--- src/rtl/rat_pkg.sv ---
// Shared types and sizes for the register-file write-port controller.
package rat_pkg;

  localparam int unsigned RF_DATA_W   = 8;
  localparam int unsigned RF_ADDR_W   = 5;
  localparam int unsigned RF_NUM_REGS = 32;

  // CLEAR walks every address writing zero; IDLE arbitrates A/B writes.
  typedef enum logic [0:0] {
    CLEAR,
    IDLE
  } rf_arb_state_t;

endpackage

--- src/rtl/rr_arbiter2.sv ---
// Two-requester round-robin grant with pointer update.
// last_b_i = 1 means B won the previous grant, so A wins a tie.
module rr_arbiter2 (
  input  logic en_i,
  input  logic req_a_i,
  input  logic req_b_i,
  input  logic last_b_i,
  output logic gnt_a_o,
  output logic gnt_b_o,
  output logic last_b_o
);

  // Grant at most one requester; the pointer only moves on a grant.
  always_comb begin
    gnt_a_o  = 1'b0;
    gnt_b_o  = 1'b0;
    last_b_o = last_b_i;
    if (en_i) begin
      if (req_a_i && (!req_b_i || last_b_i)) begin
        gnt_a_o  = 1'b1;
        last_b_o = 1'b0;
      end else if (req_b_i) begin
        gnt_b_o  = 1'b1;
        last_b_o = 1'b1;
      end
    end
  end

endmodule

--- src/rtl/rf_write_arbiter.sv ---
// Write-port controller for the 32 x 8 register file: clears every register after
// reset or on request, then shares the single write port between the CPU (A) and
// the debug/loader path (B). ADRX carries the CPU X read address whenever no write
// is in progress.
module rf_write_arbiter
  import rat_pkg::*;
#(
  parameter int unsigned DATA_W   = RF_DATA_W,
  parameter int unsigned ADDR_W   = RF_ADDR_W,
  parameter int unsigned NUM_REGS = RF_NUM_REGS
) (
  input  logic              clk,
  input  logic              RST,
  input  logic              CLR_REQ,
  output logic              CLR_BUSY,
  input  logic [ADDR_W-1:0] CPU_ADRX,
  input  logic              A_WR_VALID,
  input  logic [ADDR_W-1:0] A_WR_ADR,
  input  logic [DATA_W-1:0] A_WR_DATA,
  output logic              A_WR_READY,
  input  logic              B_WR_VALID,
  input  logic [ADDR_W-1:0] B_WR_ADR,
  input  logic [DATA_W-1:0] B_WR_DATA,
  output logic              B_WR_READY,
  output logic              RF_WR,
  output logic [ADDR_W-1:0] RF_ADRX,
  output logic [DATA_W-1:0] RF_DIN
);

  localparam logic [ADDR_W-1:0] LastAddr = ADDR_W'(NUM_REGS - 1);

  rf_arb_state_t     state, state_d;
  logic [ADDR_W-1:0] clr_cnt, clr_cnt_d;
  logic              last_b, last_b_d;

  logic arb_en;
  logic gnt_a, gnt_b;
  logic arb_last_b;

  // A clear request wins over both requesters in the cycle it arrives.
  assign arb_en = (state == IDLE) && !CLR_REQ;

  rr_arbiter2 u_rr_arbiter2 (
    .en_i     (arb_en),
    .req_a_i  (A_WR_VALID),
    .req_b_i  (B_WR_VALID),
    .last_b_i (last_b),
    .gnt_a_o  (gnt_a),
    .gnt_b_o  (gnt_b),
    .last_b_o (arb_last_b)
  );

  // State register; reset restarts the clear and lets A win the first tie.
  always_ff @(posedge clk) begin
    if (RST) begin
      state   <= CLEAR;
      clr_cnt <= '0;
      last_b  <= 1'b1;
    end else begin
      state   <= state_d;
      clr_cnt <= clr_cnt_d;
      last_b  <= last_b_d;
    end
  end

  // Next-state: walk the clear address, or take a clear request from IDLE.
  always_comb begin
    state_d   = state;
    clr_cnt_d = clr_cnt;
    last_b_d  = arb_last_b;
    unique case (state)
      CLEAR: begin
        if (clr_cnt == LastAddr) begin
          state_d   = IDLE;
          clr_cnt_d = '0;
        end else begin
          clr_cnt_d = clr_cnt + ADDR_W'(1);
        end
      end
      IDLE: begin
        if (CLR_REQ) begin
          state_d   = CLEAR;
          clr_cnt_d = '0;
        end
      end
      default: begin
        state_d   = CLEAR;
        clr_cnt_d = '0;
      end
    endcase
  end

  // Outputs: combinational from state plus the current request inputs.
  always_comb begin
    CLR_BUSY   = 1'b0;
    A_WR_READY = 1'b0;
    B_WR_READY = 1'b0;
    RF_WR      = 1'b0;
    RF_ADRX    = CPU_ADRX;
    RF_DIN     = '0;
    unique case (state)
      CLEAR: begin
        CLR_BUSY = 1'b1;
        RF_WR    = 1'b1;
        RF_ADRX  = clr_cnt;
      end
      IDLE: begin
        if (gnt_a) begin
          A_WR_READY = 1'b1;
          RF_WR      = 1'b1;
          RF_ADRX    = A_WR_ADR;
          RF_DIN     = A_WR_DATA;
        end else if (gnt_b) begin
          B_WR_READY = 1'b1;
          RF_WR      = 1'b1;
          RF_ADRX    = B_WR_ADR;
          RF_DIN     = B_WR_DATA;
        end
      end
      default: begin
        CLR_BUSY = 1'b1;
      end
    endcase
  end

endmodule

--- config.mk ---
export PLATFORM = sky130hd
export DESIGN_NAME = rf_write_arbiter
export DESIGN_NICKNAME = d
export VERILOG_FILES = /design/src/rtl/rat_pkg.sv /design/src/rtl/rr_arbiter2.sv /design/src/rtl/rf_write_arbiter.sv
export SDC_FILE = /design/constraint.sdc
export NUM_CORES = 1
export LEC_CHECK = 0
export ABC_AREA = 1
export BUFFER_PORTS_ARGS = -buffer_cell sky130_fd_sc_hd__buf_2
export CORE_UTILIZATION = 42
export DETAILED_ROUTE_END_ITERATION = 16
export GPL_TIMING_DRIVEN = 0
export PLACE_DENSITY_LB_ADDON = 0.2
export SLEW_MARGIN = 20
export SYNTH_ARGS = -nofsm -noshare
export SYNTH_HDL_FRONTEND = slang
export SYNTH_SLANG_ARGS = --single-unit
--- constraint.sdc ---
create_clock -name clk -period 3.7 [get_ports clk]
set_clock_uncertainty 0.15 [all_clocks]
set_input_delay 0.74 -clock clk [delete_from_list [all_inputs] [get_ports clk]]
set_output_delay 0.74 -clock clk [all_outputs]
set_load 0.05 [all_outputs]
==> results.toml <==
[timing]
setup_tns_ps = 0
max-slew-margin-rel_pct = 82.82
setup_viol = 0
fin_hold_ws_ps = 329.9
final_hold_viol_count = 0
grt_setup_unrepaired = "false"
min_period_ps = 2707
fmax_mhz = 369.4
min_period_over_period_pct = 73.16
timing_worst_slew_pin_value_ps = 257.8
timing_max_transition_violations_final = 0

[worst_hold_path]
hold_path.class = "flop to flop"
min_delay_worst_endpoint = "clr_cnt[4]"
timing.hold.worst_path_depth = 2
min_from = "clr_cnt[4]"

[logic_synthesis]
synth_seq_area_share_pct = 20.33
cell_types_with_the_largest_area_share_after_synthesis = "sky130_fd_sc_hd__nand2_1 (27%), sky130_fd_sc_hd__dfxtp_1 (20%), sky130_fd_sc_hd__nand4_1 (10%)"
asyncSetResetFlopFracSynth_pct = 0
yosysWarningCount = 0
synth.avg_cell_area_sq_um = 6.325
yosysMostFrequentCell = "sky130_fd_sc_hd__nand2_1"
netlist.area_leader.share_pct = 26.68
synth_flop_cell = "sky130_fd_sc_hd__dfxtp_1"
yosysUniqueCellTypes = 19
mappedNetlistArea_sq_um = 689.4
postSynthCellCount = 109
synth.ff_latch_count = 7
synth_edf_count = 0
synth_nets = 147
netlist_top_cells_count = "sky130_fd_sc_hd__nand2_1 (49), sky130_fd_sc_hd__nand4_1 (11), sky130_fd_sc_hd__inv_1 (9)"
synth.largest_area_cell = "sky130_fd_sc_hd__nand2_1"

[cells_and_area]
multiInputGateArea_sq_um = 467.9
seqCellArea_sq_um = 140.1
diodes = 0
fill_cells = 145
layout-drive-gt1-share_pct = 41.82
area_growth_syn_to_layout_pct = 44.46
nNetsFinal = 204

[routing]
drt-total-wl_mm = 1.794
met2_wirelength_microns = 855
route.detailed.vias_per_inst = 4.978
drc = 0
detailedRoute.firstPassIterationCount = 4
route.detailed.wl_per_inst_microns = 9.912
wirelength_met1_microns = 810
count_of_nets_left_with_antenna_violations_after_detail_routing = 0
detailedRoute.firstIterationViolations = 16
detailroute.via_count = 901
met3WireLength_microns = 109
routed.top_layer = "met4"

[floorplanning]
die_height_microns = 42.52
core_region_area_sq_um = 1524
initial_core_utilization_pct = 45.24
design.die.area_sq_um = 1808
io_pins = 53
floorplan.rows = 14
die_width_microns = 42.52

[critical_path]
worst-endpoint-arrival_ps = 1820
crit_path_start_kind = "input pin"
worst_ep_required_time_ps = 2810
critical_path_class = "input pin to primary output"
reg2regPathDepth = 7
r2r_end = "clr_cnt[3]"
worst_setup_path_end_kind = "primary output"
critPathMaxFanout = 10
r2r_setup_slk_ps = 2190
r2r-start = "clr_cnt[0]"

[power_and_ir_drop]
power_frac_seq_pct = 42.0
clock_power_share_pct = 35.1
power_frac_comb_pct = 22.9
power.share.switching_pct = 28.75
vdd.ir_drop.worst_v = 0.0001973
internal_power_uw = 139.5
cellPowerDensity_nw_per_um2 = 196.5
power_leakage_uw = 0.0006076
net-switching-power_uw = 56.27

[place]
dpl.hpwl_mm = 1.403
portBuffers = 52
routabilityCongestion = 0.8009

[job]
cap_violations = 0

[global_routing]
grt_antenna_before_repair = 0
vias_in_the_first_global_route = 707
grt-ovfl-total = 0
grt_start_max_net_pins = 11
gr-usage-all-layers_pct = 20.18
grt_first_pass_wirelength_mm = 2.877

[clock_tree]
tritoncts = "built"
cts.sinks = 7
postCtsSetupBuffers = 0
post_cts.resized_instances = 0
numCtsBuffers = 3
cts_max_level = 1
clock_latency_ps = 250
total_of_hold_buffers_inserted_after_clock_tree_synthesis = 0
ctsLongestPathBuffers = 2
clock-root-buffer = "sky130_fd_sc_hd__clkbuf_4"
cts.reportedPaths.clkPinSlew_ps = 50

[outcome]
outcome = "complete, no violations"
[placed cells by master (no fill, tap or decap)]
| master | instances |
|---|---|
| sky130_fd_sc_hd__buf_2 | 52 |
| sky130_fd_sc_hd__nand2_1 | 49 |
| sky130_fd_sc_hd__nand4_1 | 11 |
| sky130_fd_sc_hd__inv_1 | 9 |
| sky130_fd_sc_hd__nand3_1 | 8 |
| sky130_fd_sc_hd__dfxtp_1 | 7 |
| sky130_fd_sc_hd__nand3_2 | 5 |
| sky130_fd_sc_hd__a21oi_1 | 5 |
| sky130_fd_sc_hd__clkbuf_4 | 3 |
| sky130_fd_sc_hd__nor2_1 | 2 |
| sky130_fd_sc_hd__a21oi_2 | 2 |
| sky130_fd_sc_hd__ha_1 | 2 |
| sky130_fd_sc_hd__buf_6 | 1 |
| sky130_fd_sc_hd__inv_6 | 1 |
| sky130_fd_sc_hd__nor2_8 | 1 |
| sky130_fd_sc_hd__inv_2 | 1 |
| sky130_fd_sc_hd__nand3_4 | 1 |
| sky130_fd_sc_hd__clkinv_4 | 1 |
| sky130_fd_sc_hd__buf_8 | 1 |
| sky130_fd_sc_hd__a211oi_1 | 1 |
| sky130_fd_sc_hd__o21ai_0 | 1 |
| sky130_fd_sc_hd__clkbuf_1 | 1 |
[worst max-delay path by stage]
stage	startpoint	endpoint	slack [ps]
after floorplan	B_WR_VALID	RF_DIN[0]	1070
after global placement	A_WR_VALID	RF_DIN[0]	1040
after detailed placement	A_WR_VALID	RF_DIN[0]	990
after CTS	A_WR_VALID	RF_DIN[0]	990
after global routing	A_WR_VALID	RF_DIN[0]	880
final	A_WR_VALID	RF_DIN[0]	990
[state kept, by name, indices dropped and copies added, names as in the netlist]
signal,count
clr_cnt,5
last_b,1
state,1
[critical path, stage by stage]
cell                      delay, ps
sky130_fd_sc_hd__buf_2          150
sky130_fd_sc_hd__a21oi_2        270
sky130_fd_sc_hd__nand2_1        100
sky130_fd_sc_hd__inv_2          150
sky130_fd_sc_hd__nand2_1         70
sky130_fd_sc_hd__nand2_1         70
sky130_fd_sc_hd__buf_2          260
[cell type report]
class | instances | share of cell area [%]
inverters | 12 | 5.528
plain buffers | 2 | 2.638
flip-flops and latches | 7 | 14.07
well taps | 16 | 2.010
clock buffers | 4 | 2.638
multi-input cells | 88 | 46.98
repair buffers | 52 | 26.13
[power by group through the flow]
stage                     Clock, uW  Sequential [uW]  Combinational (uW)
after global placement            0             83.5                44.4
after floorplan                   0             82.7                20.0
after detailed placement          0             83.7                44.9
after global routing           76.5             82.8                48.7
final                          68.7             82.2                44.9
after CTS                      72.6             82.1                45.3
[cells by family (layout without fill, tap and decap cells)]
kind of cell / after synthesis / in the layout / synth area share (%)
compound gates: 9 / 9 / 7.985
fa+ha+maj: 2 / 2 / 3.629
buf+inv: 14 / 70 / 11.80
flops: 7 / 7 / 20.33
simple gates: 77 / 77 / 56.26
[metrics by stage]
step / utilization, % / instances / instance area (sq um) / setup slack (ps) / power (uW)
final: 65.35 / 181 / 996.0 / 993.0 / 195.7
after global routing: 65.35 / 181 / 996.0 / 880.2 / 208.0
after CTS: 65.35 / 181 / 996.0 / 988.8 / 200.0
after detailed placement: 63.63 / 177 / 969.7 / 993.9 / 128.6
after global placement: 63.63 / 177 / 969.7 / 1038 / 127.9
after floorplan: - / 109 / 689.4 / 1074 / 102.7
[layer usage]
layer	GRT usage, %	vias to the layer above
met5	0	-
met4	9.375	0
met3	1.293	2
met2	34.46	33
met1	25.59	387
li1	-	479
(Power assumes the default switching activity.)
